--- src/rtl/ram8_bank.sv ---
// ram8_bank: 8-word register bank with one-hot write decode, 8-way read mux,
// per-word valid bits and a count of distinct words written since reset.
// Optional build macro RAM8_BYPASS_EN: when defined, a write in progress is
// forwarded combinationally to out/out_valid before the clock edge.
module ram8_bank #(
   parameter int unsigned WIDTH = 16,
   parameter int unsigned DEPTH = 8
) (
   input  logic             clk,
   input  logic             reset,
   input  logic [WIDTH-1:0] in,
   input  logic             load,
   input  logic [2:0]       address,
   output logic [WIDTH-1:0] out,
   output logic             out_valid,
   output logic [3:0]       wr_count
);

   logic [WIDTH-1:0] mem_q [DEPTH];
   logic [WIDTH-1:0] mem_d [DEPTH];
   logic [DEPTH-1:0] valid_q;
   logic [DEPTH-1:0] valid_d;
   logic [3:0]       wr_count_q;
   logic [3:0]       wr_count_d;
   logic [DEPTH-1:0] word_en;

   // One-hot write enable per word; all zero when load is low
   always_comb begin
      word_en = '0;
      for (int unsigned i = 0; i < DEPTH; i++) begin
         word_en[i] = load && (address == 3'(i));
      end
   end

   // Next-state: enabled word takes in, its valid bit sets, count bumps on first write
   always_comb begin
      mem_d      = mem_q;
      valid_d    = valid_q;
      wr_count_d = wr_count_q;
      for (int unsigned i = 0; i < DEPTH; i++) begin
         if (word_en[i]) begin
            mem_d[i]   = in;
            valid_d[i] = 1'b1;
            if (!valid_q[i]) begin
               wr_count_d = wr_count_q + 4'd1;
            end
         end
      end
   end

   // State registers; synchronous reset overrides any write in the same cycle
   always_ff @(posedge clk) begin
      if (reset) begin
         for (int unsigned i = 0; i < DEPTH; i++) begin
            mem_q[i] <= '0;
         end
         valid_q    <= '0;
         wr_count_q <= '0;
      end else begin
         for (int unsigned i = 0; i < DEPTH; i++) begin
            mem_q[i] <= mem_d[i];
         end
         valid_q    <= valid_d;
         wr_count_q <= wr_count_d;
      end
   end

   // Combinational read mux, with optional write-through forwarding
   always_comb begin
      out       = mem_q[address];
      out_valid = valid_q[address];
`ifdef RAM8_BYPASS_EN
      if (load && !reset) begin
         out       = in;
         out_valid = 1'b1;
      end
`else
`endif
   end

   assign wr_count = wr_count_q;

endmodule

--- config.mk ---
export PLATFORM = sky130hd
export DESIGN_NAME = ram8_bank
export DESIGN_NICKNAME = d
export VERILOG_FILES = /design/src/rtl/ram8_bank.sv
export SDC_FILE = /design/constraint.sdc
export NUM_CORES = 1
export LEC_CHECK = 0
export CAP_MARGIN = 0
export CORE_MARGIN = 1.5
export CORE_UTILIZATION = 26
export DETAILED_ROUTE_END_ITERATION = 8
export GPL_ROUTABILITY_DRIVEN = 0
export PLACE_DENSITY = 0.48
export SLEW_MARGIN = 20
export SYNTH_ARGS = -nofsm -noshare
export SYNTH_HDL_FRONTEND = slang
export SYNTH_SLANG_ARGS = --single-unit
export TNS_END_PERCENT = 10
--- constraint.sdc ---
create_clock -name clk -period 1.8 [get_ports clk]
set_input_delay 0.36 -clock clk [delete_from_list [all_inputs] [get_ports clk]]
set_output_delay 0.36 -clock clk [all_outputs]
set_load 0.05 [all_outputs]
Word level (Yosys, flattened, before mapping)
Index checks and enable logic that the tools add are counted.
- register bits after elaboration: 140
- bits in latches: 0
- RAM bits: 0
- ROM bits: 0
- input bits: 22
- output and inout port bits: 21
- word-level logic and storage cells: 58
- memories kept: 0
- add/sub/neg operators: 1
- multiply operators: 0
- divide/modulo/power cells: 0
- order comparisons: 2
- equality and inequality tests: 7
- shift operators: 0
- multiplexer cells: 21
- bitwise operators: 1
- reductions and logical operators: 9
- operator list (operator ; count):
    $mux 4 ; 16
    $bmux 16 s3 ; 1
    $mux 16 ; 2
    $eq 3x3->1 const B ; 4
    $logic_and 1x1->1 ; 8
    $eq 3x2->1 const B ; 2
    $add 4x1->4 const B ; 1
    $ge 4x4->1 const B ; 1
    $lt 3x4->1 const B ; 1
    $not 3->4 ; 1
    $bmux 1 s3 ; 1
    $eq 3x1->1 const B ; 1
    $logic_not 3->1 ; 1
    $mux 1 ; 1

Longest topological paths before layout
- depth after elaboration: 17
- gate-level depth with buffers: 7
- gate-level depth less buffers: 4

Least setup slack after synthesis
No wires, ideal clock.
- kind: input -> output
- start point: input address[0]
- end point: output out[10]
- arrival: 1.551 ns
- data required time: 1.440 ns
- setup slack: -0.111 ns
- cell stages on the path: 4
- buffers on the path: 2
- cells stage by stage: buf_6 -> buf_6 -> mux4_1 -> mux2_2
- cells in the longest elaborated chain, start to end: 4
- ends and longest elaborated chain (element ; RTL line ; RTL):
    start: declaration ; 13 ; input logic [2:0] address,
    $not 3->4 (not written as such) ; 70 ; out = mem_q[address];
    $bmux 16 s3 ; 70 ;
    $mux 16 (not written as such) (2 in a row) ; 70 ;
    end: declaration ; 14 ; output logic [WIDTH-1:0] out,
No other way between the ends. The select of a mux whose other input is x is not followed.

Worst setup path after layout
Same ends and word-level chain as after synthesis.

==> flow_results.org <==
** Route
- Vias :: 4893
- WL/cell :: ~17 um
- Post-detailed-route count of antenna-violating nets :: 0
- Wires add up to roughly 18000 um.
- Residual DRC :: 0
- First drt pass iteration count :: 4
- In this run, the number of DRC markers left after iteration 0 of detailed routing was roughly 400.
- Via-to-Cell Ratio :: approximately 4.5

** Critical path
- Crit start category :: input port
- Number of buffers and inverters on the critical path :: 3
- R2r worst-path depth :: 4
- Reg-to-reg critical path startpoint :: valid_q[2]
- The signal on the critical path passes through buf_12, bufbuf_16, mux4_2, mux2_4, buf_6.
- Critical path type :: in2out
- R2R Setup Slk :: just under 0.5 ns
- For this design, the slowest cell found on the critical path is sky130_fd_sc_hd__mux4_2.
- Delay of the slowest cell on the worst path :: approximately 0.50 ns
- Crit end category :: primary output
- Family of cells with the greatest summed delay on the critical path :: multiplexers
- Worst R2R End :: wr_count[0]
- At the worst endpoint, the arrival time is 1.68 ns.
- Endpoint required time on the critical path :: 1.44 ns
- Critical path fanouts, max :: 5

** Clock tree
- After clock tree synthesis, the clock-pin slew on the worst setup and hold paths is about 0.06 ns.
- The clock tree synthesis step divided the H-tree into 4 levels.
- CTS Sinks :: 140
- Master cell of the clock root buffer :: sky130_fd_sc_hd__clkbuf_16
- Setup Fix Bufs, Post-CTS :: 0
- Number of buffers inserted during clock tree synthesis :: 17
- The longest clock path from root to sink contains 2 buffers.
- The clock reaches the later pin of the worst-skew pair after 0.43 ns.
- TritonCTS built the clock tree.

** Layout
- Fraction of layout cells with a size suffix above 1 :: a little over a fifth
- From synthesis to final layout, the design area changed by 26.6%.
- At the end of the flow, the number of nets in the layout was roughly 770.
- Cells fill approximately a third of the core in the end.
- The finished cells cover a little under 8000 um^2.
- The number of antenna diodes in the final layout is 0.
- Counting the fill cells in the layout gives between 2000 and 2500.

** Yosys
- Number of library cell types mapped by synthesis :: 25
- Summed over its instances, the top area cell type makes up between 40% and 50% of the synthesized netlist area.
- Largest family of logic cells by synthesized area :: simple AND/OR/NAND/NOR gates
- The synthesized netlist devotes between 20% and 30% of its cell area to simple gates.
- Compound-cell area share of the yosys netlist :: roughly 11%
- Sequential area share after synthesis :: 45.2%
- After Yosys synthesis, XOR and XNOR cells account for 0% of the synthesized area.
- Synthesis produced 705 cells.
- In this run, synthesis produced a sequential element count of between 100 and 150.
- Dividing the synthesized area by the synthesized cell count gives about 8.8 um^2.
- Of the total synthesized cell area, the portion taken by full adders, half adders and majority gates is less than 1%.
- Measured against the total synthesized area, the mux share comes to 17.0%.
- The synthesized netlist occupies a cell area of between 6000 and 7000 um^2.
- Sorting the synthesized cells by area gives the leading types as sky130_fd_sc_hd__dfxtp_1, sky130_fd_sc_hd__nand2_1, sky130_fd_sc_hd__a21oi_1.
- Number of flops mapped to enable cells by yosys :: 0
- Number of nets in the synthesized netlist :: approximately 730
- Among all flip-flop cells after synthesis, the most frequent one is sky130_fd_sc_hd__dfxtp_1.
- Largest area contributor in the synthesized netlist :: sky130_fd_sc_hd__dfxtp_1
- For this run, asynchronously set or reset flops after synthesis account for 0%.
- The Yosys step of the flow raised 0 warnings.

** Place
- Standard cell area after detailed placement :: between 7000 and 8000 um^2
- OpenSTA, run right after detailed placement, puts the worst setup slack at -0.332 ns.
- PortBufs :: 42
- Sum of net half-perimeters after detailed placement :: approximately 12000 um

** Global routing
- Global routing consumed, over all layers together, 15.8% of the routing resources.
- Number of antenna violations at the first check in global routing :: 0
- Number of global-route vias before repair :: roughly 4800
- Summed over all layers, the global routing overflow is 0.
- Wire length of the first global-routing pass :: ~29000 um
- Entering global routing, the biggest net connects 93 pins.

** Timing
- Tcrit/Tclk final :: 114%
- Timing-limited maximum frequency :: between 0.4 and 0.5 GHz
- Setup repair after global routing could not meet its margin everywhere.
- Clock Skews :: 0.00658 ns
- Worst slew margin :: between 60% and 70%
- Total setup violations reported at the end of the flow :: 17
- Summed over all failing endpoints, the final setup total negative slack is -3.54 ns.
- Number of failing hold endpoints at the final stage :: 0
- Slew of the pin with the lowest slew margin :: roughly 0.5 ns
- Pins Over Slew Limit :: 0
- Final Critical Period :: just over 2 ns
- After layout, the worst setup slack is -0.244 ns.

** Floorplan
- Effective utilization at floorplan :: about a quarter
- Area of the core :: 23400 um^2
- Cell Rows :: 56
- Die Area :: 24800 um^2
- In this run the horizontal extent of the chip is 157 um.
- During I/O placement, the number of pins put on the boundary was 43.
- The floorplan step set the die height to about 160 um.

** Power and ir drop
- Max VDD drop :: between 0.5 and 0.6 mV
- The clock network accounts for between 40% and 50% of the total power.
- Cell Int Power :: between 0.005 and 0.006 W
- Of the total power, combinational logic draws under 10%.
- Leakage component of the power :: 2.74 nW
- Dividing total power by cell area gives a power density of 941 nW/um^2.
- Summed over all nets, the switching power comes to around 0.0019 W.
- Switching portion of total power :: between 20% and 30%
- Sequential group share of total power :: 43.5%
- Sum of internal, switching and leakage power :: about 0.0074 W

** Outcome
- Status :: finished, violations left
- The final reports fail on setup timing.

** Hold path
- Along the worst hold path, the cell count comes to 3.
- Startpoint of the most critical hold path :: reset
- Worst min-delay path endpoint :: wr_count[1]
- The path class of the tightest hold or removal check is in2reg.

** Flow run
- Max capacitance violation total :: 0
[registers in the layout (all words and copies together) (netlist names)]
name / cells
wr_count: 4
valid_q: 8
mem_q: 128
[layout by cell type, fill, tap and decap left out]
cell type                           n
sky130_fd_sc_hd__a21boi_1           1
sky130_fd_sc_hd__mux2i_2            1
sky130_fd_sc_hd__bufbuf_16          1
sky130_fd_sc_hd__nor2_4             3
sky130_fd_sc_hd__mux2i_1            4
sky130_fd_sc_hd__nor2_1            21
sky130_fd_sc_hd__clkinv_2           3
sky130_fd_sc_hd__buf_4             36
sky130_fd_sc_hd__nand2b_1           4
sky130_fd_sc_hd__mux4_2            32
sky130_fd_sc_hd__clkbuf_1           1
sky130_fd_sc_hd__nand2_1          262
sky130_fd_sc_hd__nor2_2             3
sky130_fd_sc_hd__buf_6             15
sky130_fd_sc_hd__bufinv_16          2
sky130_fd_sc_hd__buf_12            17
sky130_fd_sc_hd__clkinvlp_4         4
sky130_fd_sc_hd__buf_8              1
sky130_fd_sc_hd__buf_16             1
sky130_fd_sc_hd__nand3_1            4
sky130_fd_sc_hd__a21oi_1          130
sky130_fd_sc_hd__and2_4             1
sky130_fd_sc_hd__clkbuf_16         17
sky130_fd_sc_hd__nor2b_1            8
sky130_fd_sc_hd__clkdlybuf4s50_1   17
sky130_fd_sc_hd__buf_2              2
sky130_fd_sc_hd__clkinv_4           5
sky130_fd_sc_hd__nand2b_4           1
sky130_fd_sc_hd__and2_1             1
sky130_fd_sc_hd__nor3_4             2
sky130_fd_sc_hd__a22oi_2            2
sky130_fd_sc_hd__mux2_1             3
sky130_fd_sc_hd__ha_1               1
sky130_fd_sc_hd__dfxtp_2            3
sky130_fd_sc_hd__mux2_4            16
sky130_fd_sc_hd__nand4_1            2
sky130_fd_sc_hd__dfxtp_1          137
[area by class of cell]
class,instances,area [um^2],area share (%)
multi-input cells,502,3030,38.6
flip-flops and latches,140,2810,35.8
repair buffers,90,1030,13.2
clock buffers,18,429,5.47
well taps,319,399,5.09
clock inverters,14,149,1.90
[power by group through the flow]
stage | logic, W | registers, W | clock network (W)
2_1_floorplan | 0.000454 | 0.00328 | 0
3_3_place_gp | 0.000689 | 0.00328 | 0
3_5_place_dp | 0.000693 | 0.00328 | 0
4_1_cts | 0.000731 | 0.00321 | 0.00353
5_1_grt | 0.000776 | 0.00322 | 0.00367
6_report | 0.000723 | 0.00321 | 0.00345
[synthesized netlist by cell type, drive strengths merged, types with 4 or more instances]
cell type,count
clkbuf,21
mux4,32
buf,42
dfxtp,140
mux2i,5
nand3,4
a21oi,130
nor2b,8
nor2,27
nand2,262
nand2b,5
mux2,19
[logic make-up (layout without fill, tap and decap cells)]
group / after synthesis / count (layout)
and+or+nand+nor: 312 / 312
buffers and inverters: 63 / 122
adders and majority gates: 1 / 1
AOI/OAI and AO/OA: 133 / 133
muxes: 56 / 56
DFF: 140 / 140
[timing repair]
| item | CTS | global route |
|---|---|---|
| hold buffers | 0 | 0 |
| setup endpoints to repair | 17 | 17 |
| endpoints found under the hold margin | 0 | 0 |
| gates cloned | 2 | 0 |
| gates resized for setup | 26 | 1 |
[how the worst max path moves through the flow]
stage	start	endpoint	slack, ns	cells past startpoint
floorplan	address[0]	out[10]	-0.01	4
global placement	address[0]	out[14]	-0.31	5
detailed placement	address[0]	out[10]	-0.33	5
CTS	mem_q[68]	out[4]	-0.25	3
global route	mem_q[74]	out[10]	-0.27	3
finish	address[0]	out[10]	-0.24	5
[per-stage QoR]
| step | std cells | hold WS [ns] |
|---|---|---|
| 6_report | 1083 | 0.297 |
| 5_1_grt | 1083 | 0.317 |
| 4_1_cts | 1083 | 0.289 |
| 3_5_place_dp | 1049 | 0.445 |
| 3_3_place_gp | 1049 | 0.439 |
| 2_1_floorplan | 705 | 0.433 |
[layer usage]
metal | track usage (%) | wire, um
met1 | 20.5 | 8510
met2 | 25.9 | 8840
met3 | 3.06 | 758
met4 | 5.93 | 308
met5 | 0 | 0
[worst min-delay path, stage by stage]
cell and delay (ns):
sky130_fd_sc_hd__buf_4 0.15, sky130_fd_sc_hd__nand2b_1 0.11, sky130_fd_sc_hd__mux2i_1 0.06
Note: power is estimated with default switching activity, not from simulation.
